===== src/rtl/alu_operand_loader.sv =====
`default_nettype none
// ============================================================================
// Module   : alu_operand_loader
// Brief    : Stages NUM_OPERANDS operands plus a mode word, then publishes the
//            whole bundle to the ALU atomically under a valid/ack handshake.
// Revision : 1.0 - initial release
// ============================================================================
module alu_operand_loader #(
    parameter  int DATA_WIDTH   = 8,
    parameter  int MODE_WIDTH   = 6,
    parameter  int NUM_OPERANDS = 2,
    localparam int BUS_WIDTH    = (DATA_WIDTH > MODE_WIDTH) ? DATA_WIDTH : MODE_WIDTH,
    localparam int IDX_WIDTH    = $clog2(NUM_OPERANDS + 1)
) (
    input  logic                               i_clk,
    input  logic                               i_reset,
    input  logic [BUS_WIDTH-1:0]               i_data_bus,
    input  logic                               i_valid,
    output logic                               o_ready,
    input  logic                               i_clear,
    input  logic                               i_ack,
    output logic [NUM_OPERANDS*DATA_WIDTH-1:0] o_operands,
    output logic [MODE_WIDTH-1:0]              o_mode,
    output logic                               o_valid,
    output logic [IDX_WIDTH-1:0]               o_index
);

    typedef enum logic [0:0] {
        FILL = 1'b0,
        WAIT = 1'b1
    } state_t;

    localparam logic [IDX_WIDTH-1:0] C_MODE_IDX = IDX_WIDTH'(NUM_OPERANDS);

    state_t                             r_state;
    state_t                             w_state_nxt;
    logic [IDX_WIDTH-1:0]               r_index;
    logic [IDX_WIDTH-1:0]               w_index_nxt;
    logic                               r_valid;
    logic                               w_valid_nxt;
    logic [DATA_WIDTH-1:0]              r_stage [NUM_OPERANDS];
    logic [MODE_WIDTH-1:0]              r_stage_mode;
    logic [NUM_OPERANDS*DATA_WIDTH-1:0] w_stage_flat;
    logic [NUM_OPERANDS*DATA_WIDTH-1:0] r_operands;
    logic [MODE_WIDTH-1:0]              r_mode;
    logic [MODE_WIDTH-1:0]              w_pub_mode;
    logic                               w_publish;
    logic                               w_accept;
    logic                               w_mode_slot;

    assign o_ready     = (r_state == FILL) && !i_reset;
    assign w_accept    = i_valid && o_ready && !i_clear;
    assign w_mode_slot = (r_index == C_MODE_IDX);

    for (genvar k = 0; k < NUM_OPERANDS; k++) begin : g_flat
        assign w_stage_flat[k*DATA_WIDTH +: DATA_WIDTH] = r_stage[k];
    end

    always_comb begin
        w_state_nxt = r_state;
        w_index_nxt = r_index;
        w_valid_nxt = r_valid;
        w_publish   = 1'b0;
        w_pub_mode  = r_stage_mode;
        if (i_clear) begin
            w_state_nxt = FILL;
            w_index_nxt = '0;
        end else begin
            case (r_state)
                FILL: begin
                    if (w_accept) begin
                        if (w_mode_slot) begin
                            // Mode word bypasses staging when the output slot is free
                            if (!r_valid || i_ack) begin
                                w_publish   = 1'b1;
                                w_pub_mode  = i_data_bus[MODE_WIDTH-1:0];
                                w_index_nxt = '0;
                            end else begin
                                w_state_nxt = WAIT;
                            end
                        end else begin
                            w_index_nxt = r_index + IDX_WIDTH'(1);
                        end
                    end
                end
                WAIT: begin
                    if (i_ack) begin
                        w_publish   = 1'b1;
                        w_index_nxt = '0;
                        w_state_nxt = FILL;
                    end
                end
                default: w_state_nxt = FILL;
            endcase
        end
        if (w_publish) begin
            w_valid_nxt = 1'b1;
        end else if (i_ack) begin
            w_valid_nxt = 1'b0;
        end
    end

    always_ff @(posedge i_clk) begin
        if (i_reset) begin
            r_state <= FILL;
            r_index <= '0;
            r_valid <= 1'b0;
        end else begin
            r_state <= w_state_nxt;
            r_index <= w_index_nxt;
            r_valid <= w_valid_nxt;
        end
    end

    always_ff @(posedge i_clk) begin
        if (i_reset) begin
            for (int k = 0; k < NUM_OPERANDS; k++) begin
                r_stage[k] <= '0;
            end
            r_stage_mode <= '0;
            r_operands   <= '0;
            r_mode       <= '0;
        end else begin
            for (int k = 0; k < NUM_OPERANDS; k++) begin
                if (w_accept && (r_index == IDX_WIDTH'(k))) begin
                    r_stage[k] <= i_data_bus[DATA_WIDTH-1:0];
                end
            end
            if (w_accept && w_mode_slot) begin
                r_stage_mode <= i_data_bus[MODE_WIDTH-1:0];
            end
            if (w_publish) begin
                r_operands <= w_stage_flat;
                r_mode     <= w_pub_mode;
            end
        end
    end

    assign o_operands = r_operands;
    assign o_mode     = r_mode;
    assign o_valid    = r_valid;
    assign o_index    = r_index;

endmodule
`default_nettype wire


===== config.mk =====
export PLATFORM = sky130hd
export DESIGN_NAME = alu_operand_loader
export DESIGN_NICKNAME = d
export VERILOG_FILES = /design/src/rtl/alu_operand_loader.sv
export SDC_FILE = /design/constraint.sdc
export NUM_CORES = 1
export LEC_CHECK = 0
export CAP_MARGIN = 0
export CORE_MARGIN = 4
export CORE_UTILIZATION = 49
export CTS_CLUSTER_DIAMETER = 200
export DETAILED_ROUTE_END_ITERATION = 12
export GPL_TIMING_DRIVEN = 1
export PLACE_DENSITY = 0.74
export SLEW_MARGIN = 20
export SYNTH_ARGS = -nofsm -noshare
export SYNTH_HDL_FRONTEND = slang
export SYNTH_SLANG_ARGS = --single-unit

===== constraint.sdc =====
create_clock -name i_clk -period 2.44 [get_ports i_clk]
set_clock_uncertainty 0.15 [all_clocks]
set_input_delay 0.366 -clock i_clk [delete_from_list [all_inputs] [get_ports i_clk]]
set_output_delay 0.366 -clock i_clk [all_outputs]
set_load 0.01 [all_outputs]

==> results of run 1 <==
layout make-up:
type / instances / area [um^2] / share of cell area (%)
Clock buffer: 7 / 76.32 / 3.233
Clock inverter: 1 / 5.005 / 0.2120
Inverter: 3 / 11.26 / 0.4769
Multi-Input combinational cell: 112 / 636.9 / 26.97
Sequential cell: 48 / 1121 / 47.48
Tap cell: 46 / 57.56 / 2.438
Timing Repair Buffer: 46 / 452.9 / 19.18
tightest hold or removal path, cell delays in order (launching register included):
cell and delay [ns]:
dfxtp_1 0.31, nand2_1 0.05, a21oi_1 0.05
worst paths after layout:
| path | from | endpoint | depth (start not counted) |
|---|---|---|---|
| worst min register to register | o_operands[4] | o_operands[4] | 2 |
| worst max register to register | r_state | r_stage[0][4] | 3 |
| worst min-delay path | o_operands[4] | o_operands[4] | 2 |
| worst max-delay path | i_valid | r_stage[0][4] | 4 |
cells by family after synthesis:
group,synth area share [%]
AO/OA/AOI/OAI,10.79
buffers and inverters,4.029
flip-flops,61.20
multiplexers,7.104
AND/OR/NAND/NOR,16.87
stage by stage:
stage          cell area, um^2  setup WS (ns)  hold WS, ns
2_1_floorplan             1832         0.4371       0.2953
3_3_place_gp              2280        0.02935       0.2928
3_5_place_dp              2280      -0.005001       0.2987
4_1_cts                   2361         0.3033       0.3106
5_1_grt                   2361         0.1764       0.3217
6_report                  2361         0.3060       0.3070
per-layer routing:
metal  global-route usage (%)  vias to the layer above  share of wire [%]
met5                        0                        -                  0
met4                    5.206                        0                1.4
met3                    3.343                        7                5.9
met2                    25.42                       42                 48
met1                    18.91                      642                 44
li1                         -                      682                  -
Yosys cell counts, types with 2 or more instances:
cell      instances
dfxtp_1          32
nand2_1          32
a21oi_1          20
nor2_1           18
edfxtp_1         16
mux2i_1          13
and2_1            8
a211oi_1          6
buf_2             4
clkbuf_1          4
inv_1             3
a21o_1            2
buf_6             2
nand3b_1          2
state kept, by name (all words and copies together) (netlist names):
name	flops
o_mode	6
o_valid	1
r_stage	16
o_index	2
r_state	1
o_operands	16
r_stage_mode	6
report_power, final:
part | internal, uW | switching (uW) | leakage (uW)
Sequential | 841 | 5.72 | 0.000425
Clock | 201 | 236 | 0.0000422
Combinational | 35.2 | 34.8 | 0.000371
==> flow_metrics.env, run 1 <==
export IMPL_status="finished, final reports clean"
export IMPL_postLayoutCoreUtil_pct=68.07
export IMPL_gp_congestion=0.8229
export IMPL_cts_reportedPaths_clkPinSlew_ns=0.07
export IMPL_hold_path_class="reg -> reg"
export IMPL_drt_initial_drc_count=58
export IMPL_area_delta_synth_final_pct=28.89
export IMPL_dpl_hpwl_mm=2.544
export IMPL_setup_violations=0
export IMPL_antenna_found_initial=0
export IMPL_grt_usage_pct=15.05
export IMPL_crit_fanout=8
export IMPL_p_per_area_nw_per_um2=573.3
export IMPL_r2r_slack_ns=0.48
export IMPL_htreeDepth=2
export IMPL_synth_top_area_share_pct=34.97
export IMPL_relSlewSlack_pct=73.55
export IMPL_vias=1373
export IMPL_final_antenna_net_count=0
export IMPL_dieWidth_um=69.14
export IMPL_leakagePower_uw=0.0008377
export IMPL_final_cells=263
export IMPL_grt_ovfl_total=0
export IMPL_critPathBufInv=1
export IMPL_grt_max_degree=32
export IMPL_hold_buffers=0
export IMPL_num_rows=21
export IMPL_synth_distinct_cells=26
export IMPL_grt_pass1_wl_mm=5.982
export IMPL_port_buffers=38
export IMPL_power_total_uw=1354
export IMPL_syn_inst=174
export IMPL_fin_tns_setup_ns=0
export IMPL_syn_cell_area_um2=1832
export IMPL_end_kind="flop"
export IMPL_ctsResizeCount=0
export IMPL_rsz0062_at_grt="false"
export IMPL_cts_sinks=48
export IMPL_core_area_um2=3468
export IMPL_antenna_cells_inserted=0
export IMPL_cp_slowest_cell="clkdlybuf4s50_1"
export IMPL_drive_gt1_share_pct=7.834
export IMPL_dieArea_um2=4780
export IMPL_cts_tree="built"
export IMPL_cts_buffers=5
export IMPL_crit_arrival_ns=1.94
export IMPL_wirelength_mm=3.525
export IMPL_fillCellCount=275
export IMPL_ys_ff_latch=48
export IMPL_postCtsSetupBuffers=0
export IMPL_clockBufferDepth=2
export IMPL_postSynthNetCount=187
export IMPL_max_stage_delay_ns=0.56
export IMPL_start_util_pct=52.81
export IMPL_synth_top_area_cell="dfxtp_1"
export IMPL_clk_latency_ns=0.29
export IMPL_path_delay_family="simple AND/OR/NAND/NOR gates"
export IMPL_seq_area_frac_synth_pct=61.20
export IMPL_synth_edf_count=16
export IMPL_final_nets=229
export IMPL_fmax_mhz=468.6
export IMPL_first_pass_iters=4
export IMPL_cap_violations=0
export IMPL_viasPerCell=5.221
export IMPL_drc_errors=0
export IMPL_final_cell_mix="clkdlybuf4s50_1, nand2_1, dfxtp_1"
export IMPL_grt_pass1_vias=1352
export IMPL_cp_start_kind="input port"
export IMPL_dp_cells=255
export IMPL_path_cells="clkdlybuf4s50_1, or3b_2, nor2_1, a21o_1"
export IMPL_tightestPinTransition_ns=0.3914
export IMPL_die_y_um=69.14
export IMPL_wl_per_cell_um=13.40
export IMPL_final_common_cell="clkdlybuf4s50_1"
export IMPL_period_share_pct=87.46
export IMPL_avgSynthCellArea_um2=10.53
export IMPL_ios=39
export IMPL_synthArstFlopShare_pct=0
export IMPL_fin_crit_ns=2.134
export IMPL_finalHoldViolations=0
export IMPL_drv_slew=0
export IMPL_crit_type="in -> reg"
export IMPL_yosys_warnings=0
export IMPL_synth_area_leaders="dfxtp_1, edfxtp_1, mux2i_1"
export IMPL_clockRootBuffer="clkbuf_8"
export IMPL_vdd_drop_max_uv=299.1
export IMPL_required_ns=2.25
export IMPL_synth_main_ff_cell="dfxtp_1"
Power figures use the tool's default switching activity.
==> run 2, diff against run 1 <==
--- a/config.mk
+++ b/config.mk
@@ -6,10 +6,11 @@
 export NUM_CORES = 1
 export LEC_CHECK = 0
 export CAP_MARGIN = 0
-export CORE_MARGIN = 4
-export CORE_UTILIZATION = 49
+export CORE_MARGIN = 2
+export CORE_UTILIZATION = 61
 export CTS_CLUSTER_DIAMETER = 200
 export DETAILED_ROUTE_END_ITERATION = 12
+export DONT_BUFFER_PORTS = 1
 export GPL_TIMING_DRIVEN = 1
 export PLACE_DENSITY = 0.74
 export SLEW_MARGIN = 20
==> run 2 against run 1 <==
The flow now finishes with violations (design-rule violations). Non-clock buffer count down 40. Global-route usage rose by 4.7 points. Count of clock-buffer cells in the layout fell by 2. Final cell count down 21%. Sequential share of layout area grew 10 points. Critical endpoint is now o_mode[1]. Largest cell class unchanged.
==> flow_metrics.env, run 2 (synthesized netlist as in run 1, its figures left out) <==
export IMPL_status="finished with violations"
export IMPL_violations="design-rule violations"
export IMPL_fmax_mhz=501.7
export IMPL_crit_type="reg -> reg"
export IMPL_ios=39
export IMPL_fin_crit_ns=1.993
export IMPL_wirelength_mm=3.055
export IMPL_cts_tree="built"
export IMPL_grt_usage_pct=19.78
export IMPL_area_delta_synth_final_pct=6.079
export IMPL_antenna_found_initial=0
export IMPL_final_nets=189
export IMPL_clockBufferDepth=2
export IMPL_period_share_pct=81.69
export IMPL_rsz0062_at_grt="false"
export IMPL_num_rows=19
export IMPL_cts_buffers=5
export IMPL_grt_pass1_wl_mm=5.037
export IMPL_vias=1194
export IMPL_postLayoutCoreUtil_pct=69.27
export IMPL_drc_errors=5
export IMPL_drt_initial_drc_count=62
export IMPL_die_y_um=58.80
export IMPL_viasPerCell=5.740
export IMPL_hold_path_class="in -> reg"
export IMPL_leakagePower_uw=0.0006868
export IMPL_fin_tns_setup_ns=0
export IMPL_vdd_drop_max_uv=617.6
export IMPL_finalHoldViolations=0
export IMPL_r2r_start="o_index[0]"
export IMPL_ff2ff_path_depth=4
export IMPL_gp_congestion=0.9019
export IMPL_drive_gt1_share_pct=6.780
export IMPL_postCtsSetupBuffers=0
export IMPL_drv_slew=0
export IMPL_wl_per_cell_um=14.69
export IMPL_dieWidth_um=58.80
export IMPL_required_ns=2.56
export IMPL_crit_arrival_ns=2.12
export IMPL_cts_sinks=48
export IMPL_relSlewSlack_pct=32.62
export IMPL_hold_ws_ns=0.003500
export IMPL_p_per_area_nw_per_um2=692.4
export IMPL_clockRootBuffer="clkbuf_4"
export IMPL_htreeDepth=2
export IMPL_multiInputGateArea_um2=636.9
export IMPL_dp_cells=196
export IMPL_cp_start_kind="flop"
export IMPL_end_kind="flop"
export IMPL_tightestPinTransition_ns=1.007
export IMPL_grt_max_degree=30
export IMPL_start_util_pct=65.30
export IMPL_cap_violations=0
export IMPL_core_area_um2=2805
export IMPL_first_pass_iters=9
export IMPL_dpl_hpwl_mm=2.046
export IMPL_crit_fanout=8
export IMPL_final_cell_mix="nand2_1, dfxtp_1, a21oi_1"
export IMPL_clk_latency_ns=0.36
export IMPL_min_from="i_data_bus[5]"
export IMPL_port_buffers=0
export IMPL_rr_endpoint="o_mode[1]"
export IMPL_r2r_slack_ns=0.45
export IMPL_fillCellCount=225
export IMPL_antenna_cells_inserted=0
export IMPL_grt_ovfl_total=0
export IMPL_grt_pass1_vias=1178
export IMPL_dieArea_um2=3457
export IMPL_final_antenna_net_count=0
export IMPL_setup_violations=0
export IMPL_final_cells=208
export IMPL_regArea_um2=1121
export IMPL_cts_reportedPaths_clkPinSlew_ns=0.13
export IMPL_holdPathStages=2
export IMPL_hold_end="r_stage_mode[5]"
run 2: cell count changes in the layout (fill, tap and decap cells not counted), moves of 2 or more:
cell             delta
clkbuf_1            -2
clkdlybuf4s50_1    -38
clkbuf_4            +5
buf_4               -5
dlygate4sd3_1       +4
clkbuf_8            -5
run 2: stage by stage:
step	cell area, um^2	power, uW	setup WS [ns]
floorplan	1832	894.6	0.4371
global placement	1823	891.3	0.4483
detailed placement	1823	892.0	0.4062
CTS	1933	1349	0.4410
global route	1943	1391	0.2619
finish	1943	1345	0.4467
run 2: worst max path at each step:
stage,from,cells past startpoint,end
detailed placement,i_clear,4,o_mode[5]
finish,o_index[0],4,o_mode[1]
global route,o_index[0],4,o_mode[4]
CTS,o_index[0],4,o_mode[0]
global placement,i_clear,4,o_mode[2]
floorplan,i_reset,7,o_mode[0]
run 2: timing repair:
action                    in CTS  in global routing
hold endpoints to repair      30                  1
resized for setup              0                  0
hold buffers                   3                  1
run 2: worst max-delay path, cell delays in order, from the launching register on:
cell      delay (ns)
dfxtp_1         0.43
nand3b_1        0.24
or4b_1          0.67
mux2i_1         0.18
a211oi_1        0.24
run 2: power breakdown:
part           leakage, uW  internal, uW  switching [uW]
registers         0.000425           842            6.74
logic             0.000219          14.8            23.1
clock network    0.0000428           214             245
run 2: layout make-up:
class	instances	area share [%]
well taps	31	1.996
flip-flops and latches	48	57.70
repair buffers	6	2.833
clock inverters	3	2.189
inverters	3	0.5795
multi-input cells	112	32.78
clock buffers	5	1.932
run 2: layer usage:
metal	GRT usage [%]	up-vias	wire [um]
met3	8.791	4	238
met2	32.06	41	1434
li1	-	599	-
met4	7.143	0	39
met1	23.26	550	1343
met5	0	-	0
==> run 3, diff against run 2 <==
--- a/config.mk
+++ b/config.mk
@@ -7,12 +7,12 @@
 export LEC_CHECK = 0
 export CAP_MARGIN = 0
 export CORE_MARGIN = 2
-export CORE_UTILIZATION = 61
+export CORE_UTILIZATION = 55
 export CTS_CLUSTER_DIAMETER = 200
 export DETAILED_ROUTE_END_ITERATION = 12
 export DONT_BUFFER_PORTS = 1
 export GPL_TIMING_DRIVEN = 1
-export PLACE_DENSITY = 0.74
+export PLACE_DENSITY = 0.7
 export SLEW_MARGIN = 20
 export SYNTH_ARGS = -nofsm -noshare
 export SYNTH_HDL_FRONTEND = slang
==> constraint.sdc (replaced) <==
create_clock -name i_clk -period 1.75 [get_ports i_clk]
set_clock_uncertainty 0.15 [all_clocks]
set_input_delay 0.2625 -clock i_clk [delete_from_list [all_inputs] [get_ports i_clk]]
set_output_delay 0.2625 -clock i_clk [all_outputs]
set_load 0.01 [all_outputs]
==> run 3 against run 2 <==
The run now ends clean. Sequential power up 39%. Design area increased by 11%. Hold slack improved by 0.020 ns. Final cell count up 14%. Fmax up 16%. Via count is 7.1% higher. Global-route usage shrank 0.44 points. Non-clock buffer count rose by 17. Sequential cell count did not move. Wire length grew 11%. Worst setup slack got worse by 0.42 ns. Combinational power is 120% higher.
==> flow_metrics.env, run 3 (synthesized netlist as in run 1, its figures left out) <==
export IMPL_crit_type="reg -> reg"
export IMPL_antenna_cells_inserted=0
export IMPL_dpl_hpwl_mm=2.177
export IMPL_fin_crit_ns=1.726
export IMPL_cts_buffers=5
export IMPL_leakagePower_uw=0.0007615
export IMPL_antenna_found_initial=0
export IMPL_hold_ws_ns=0.02369
export IMPL_dieArea_um2=3808
export IMPL_grt_usage_pct=19.34
export IMPL_setup_violations=0
export IMPL_fmax_mhz=579.5
export IMPL_clk_latency_ns=0.35
export IMPL_required_ns=1.88
export IMPL_tightestPinTransition_ns=0.3244
export IMPL_start_util_pct=59.03
export IMPL_drive_gt1_share_pct=15.98
export IMPL_gp_congestion=0.9348
export IMPL_die_y_um=61.71
export IMPL_final_nets=206
export IMPL_cts_tree="built"
export IMPL_wirelength_mm=3.379
export IMPL_first_pass_iters=4
export IMPL_clockBufferDepth=2
export IMPL_hold_path_class="in -> reg"
export IMPL_end_kind="flop"
export IMPL_core_area_um2=3103
export IMPL_viasPerCell=5.374
export IMPL_clockRootBuffer="clkbuf_4"
export IMPL_period_share_pct=98.61
export IMPL_fillCellCount=263
export IMPL_final_cell_mix="nand2_1, dfxtp_1, a21oi_1"
export IMPL_vias=1279
export IMPL_multiInputGateArea_um2=678.2
export IMPL_finalHoldViolations=0
export IMPL_status="finished, final reports clean"
export IMPL_grt_ovfl_total=0
export IMPL_crit_fanout=6
export IMPL_crit_arrival_ns=1.86
export IMPL_final_common_cell="nand2_1"
export IMPL_ios=39
export IMPL_num_rows=20
export IMPL_regArea_um2=1122
export IMPL_final_antenna_net_count=0
export IMPL_drt_initial_drc_count=38
export IMPL_cts_sinks=48
export IMPL_grt_pass1_vias=1195
export IMPL_grt_pass1_wl_mm=5.257
export IMPL_cts_reportedPaths_clkPinSlew_ns=0.12
export IMPL_postLayoutCoreUtil_pct=69.27
export IMPL_drv_slew=0
export IMPL_cap_violations=0
export IMPL_dieWidth_um=61.71
export IMPL_relSlewSlack_pct=78.06
export IMPL_cp_start_kind="flop"
export IMPL_p_per_area_nw_per_um2=809.3
export IMPL_htreeDepth=2
export IMPL_area_delta_synth_final_pct=17.35
export IMPL_vdd_drop_max_uv=442.3
export IMPL_port_buffers=0
export IMPL_grt_max_degree=35
export IMPL_drc_errors=0
export IMPL_wl_per_cell_um=14.20
export IMPL_rsz0062_at_grt="true"
-- run 3: cell types whose count changed in the layout (fill, tap and decap cells not counted), sizes merged --
cell,change
buf,+10
clkbuf,+2
dlygate4sd3,+7
bufinv,-1
clkinv,-1
-- run 3: cell type report --
class                   count  area share (%)
well taps                  44           2.561
clock buffers               7           2.095
multi-input cells         112           31.55
flip-flops and latches     48           52.21
inverters                   3          0.5239
clock inverters             1          0.2328
repair buffers             23           10.83
-- run 3: worst max-delay path, stage by stage, from the launching register on --
cell and delay [ns]:
dfxtp_1 0.36, nand3b_1 0.20, or4b_4 0.58, mux2i_1 0.16, a211oi_2 0.21
-- run 3: routing by layer --
| metal | GRT usage, % | vias to the layer above | share of wire (%) |
|---|---|---|---|
| met5 | 0 | - | 0 |
| met4 | 8.207 | 0 | 1.9 |
| met3 | 5.590 | 10 | 7.0 |
| met2 | 31.43 | 37 | 49 |
| met1 | 24.22 | 592 | 42 |
| li1 | - | 640 | - |
-- run 3: what timing repair did --
item                                    in CTS  in global routing
hold endpoints to repair                    45                 33
endpoints found under the setup margin      22                 12
pin swaps                                    3                  3
gates resized for setup                      6                  7
buffers inserted                             3                  0
hold buffers                                 7                  5
-- run 3: where the power goes --
part,internal (uW),total (uW),switching (uW)
logic,39.7,83.3,43.7
clock network,157,475,318
registers,1170,1180,7.77
-- run 3: metrics by stage --
stage	instances	power (uW)	setup slack (ns)	area, um^2	TNS, ns
global route	238	1797	-0.06811	2150	-0.2959
finish	238	1740	0.02436	2150	0
global placement	218	1249	-0.0006604	1922	-0.001122
detailed placement	218	1249	-0.04306	1922	-0.1659
CTS	236	1724	-0.05040	2079	-0.07712
floorplan	174	1251	-0.1529	1847	-2.674
-- run 3: path summary, 6_finish.rpt --
path | start | endpoint | slack (ns) | depth (start not counted)
worst max register to register | o_index[0] | o_mode[2] | 0.02 | 4
worst max-delay path | o_index[0] | o_mode[2] | 0.02 | 4
worst min register to register | o_operands[14] | o_operands[14] | 0.36 | 2
worst min-delay path | i_data_bus[3] | o_mode[3] | 0.02 | 2
==> RTL change, RTL diff (settings of run 3) <==
`MODE_WIDTH`: 6 -> 3.
--- a/src/rtl/alu_operand_loader.sv
+++ b/src/rtl/alu_operand_loader.sv
@@ -9,3 +9,3 @@
     parameter  int DATA_WIDTH   = 8,
-    parameter  int MODE_WIDTH   = 6,
+    parameter  int MODE_WIDTH   = 3,
     parameter  int NUM_OPERANDS = 2,
Interface: changed (resized o_mode); port bits go from 39 to 36. The function was not compared with the original's and may differ.
==> RTL change against run 3 <==
- the run now ends with design-rule violations left
- wire length decreased by 4.0%
- design area decreased by 12%
- total power increased by 6.8%
- fmax increased by 1.9%
- area after synthesis decreased by 9.6%
- sequential cell count decreased by 6
- largest power group unchanged
- highest routed layer unchanged
- clock power increased by 55%
- worst setup slack improved by 0.032 ns
==> RTL change: results (changes against run 3) <==
outcome: "finished, violations left"
violations: "design-rule violations"
global_route.usage.total: 0.202  # +0.00888
finalWeightedCongestion: 0.864  # -7.6%
crit_arrival_ns: 1.85
p_leak_nw: 0.698  # -8.3%
ys_top_cells_by_area: "dfxtp_1 (31%), edfxtp_1 (29%), nand2_1 (7.7%)"
drt_first_pass_iters: 8  # +4
grt_pass1_vias: 1152  # -3.6%
grt_max_degree: 24  # -31%
avgViaCountPerCell: 5.76  # +7.1%
netlist_top_cells_count: "nand2_1 (34), dfxtp_1 (26), a21oi_1 (18), edfxtp_1 (16), nor2_1 (11)"
highest_fanout_seen_on_the_critical_path: 8  # +2
remaining_design_rule_violation_count: 1  # +1
detailedPlacementHpwl_mm: 1.95  # -10%
worst-slew-pin-transition_ns: 0.813  # +0.488 ns
layoutNonFillerInstCount: 200  # -16%
tritoncts.num_buffers: 5  # unchanged
vdd_drop_max_mv: 0.577  # +31%
syn_nets: 164  # -12%
route.detailed.wl_per_inst_um: 16.2  # +14%
post_cts_buffers: 0  # -3
num-fill-cells: 242  # -8.0%
grt_first_pass_wirelength_mm: 5.13  # -2.5%
dr_iter_0_viols: 40  # +5.3%
instance_count_of_the_mapped_netlist: 151  # -13%
==> RTL change: worst max-delay path, stage by stage, from the launching register on <==
cell and delay (ns):
dfxtp_1 0.33, buf_4 0.17, nor2b_1 0.16, a41oi_1 0.13
nor3_1 0.15, dlygate4sd3_1 0.56
==> RTL change: area by class of cell <==
type                       count  area share
sequential                    42       0.528
multi-input combinational     99       0.310
clock inverter                 3      0.0336
inverter                       3     0.00593
tap                           31      0.0204
clock buffer                   5      0.0198
timing repair buffer          17      0.0830
==> RTL change: report_power, final <==
part / internal (W) / total (W) / switching (W) / leakage [nW]
Clock: 0.000440 / 0.000737 / 0.000297 / 0.0528
Combinational: 0.0000350 / 0.0000775 / 0.0000425 / 0.268
Sequential: 0.00104 / 0.00104 / 0.00000690 / 0.377
==> RTL change: logic make-up (layout without fill, tap and decap cells) <==
kind of cell           after synthesis  after routing  synth area share
AOI/OAI and AO/OA                   28             29             0.123
buffers and inverters               11             28            0.0521
DFF                                 42             42             0.604
muxes                                7              7            0.0431
and+or+nand+nor                     63             63             0.177
==> RTL change: routing by layer <==
layer,share of wire,track usage,wire (µm)
met1,0.41,0.226,1340
met2,0.49,0.324,1600
met3,0.066,0.0813,214
met4,0.028,0.120,91
met5,0,0,0
==> RTL change: per-stage QoR <==
step	hold slack (ns)	cell area, µm²
2_1_floorplan	0.192	1660
3_3_place_gp	0.181	1660
3_5_place_dp	0.182	1660
4_1_cts	0.0101	1880
5_1_grt	0.0575	1900
6_report	0.0401	1900
==> RTL change: path summary, 6_finish.rpt <==
check	start	to	cells past startpoint
worst min-delay path	i_ack	o_index[0]	3
worst max-delay path	o_index[0]	r_state	5
worst min register to register	o_operands[10]	o_operands[10]	2
worst max register to register	o_index[0]	r_state	5
==> RTL change: repair_timing <==
action                                 CTS  global route
endpoints found under the hold margin   42             0
resized for setup                        0             4
setup endpoints to repair                0            21
hold buffers                            12             0
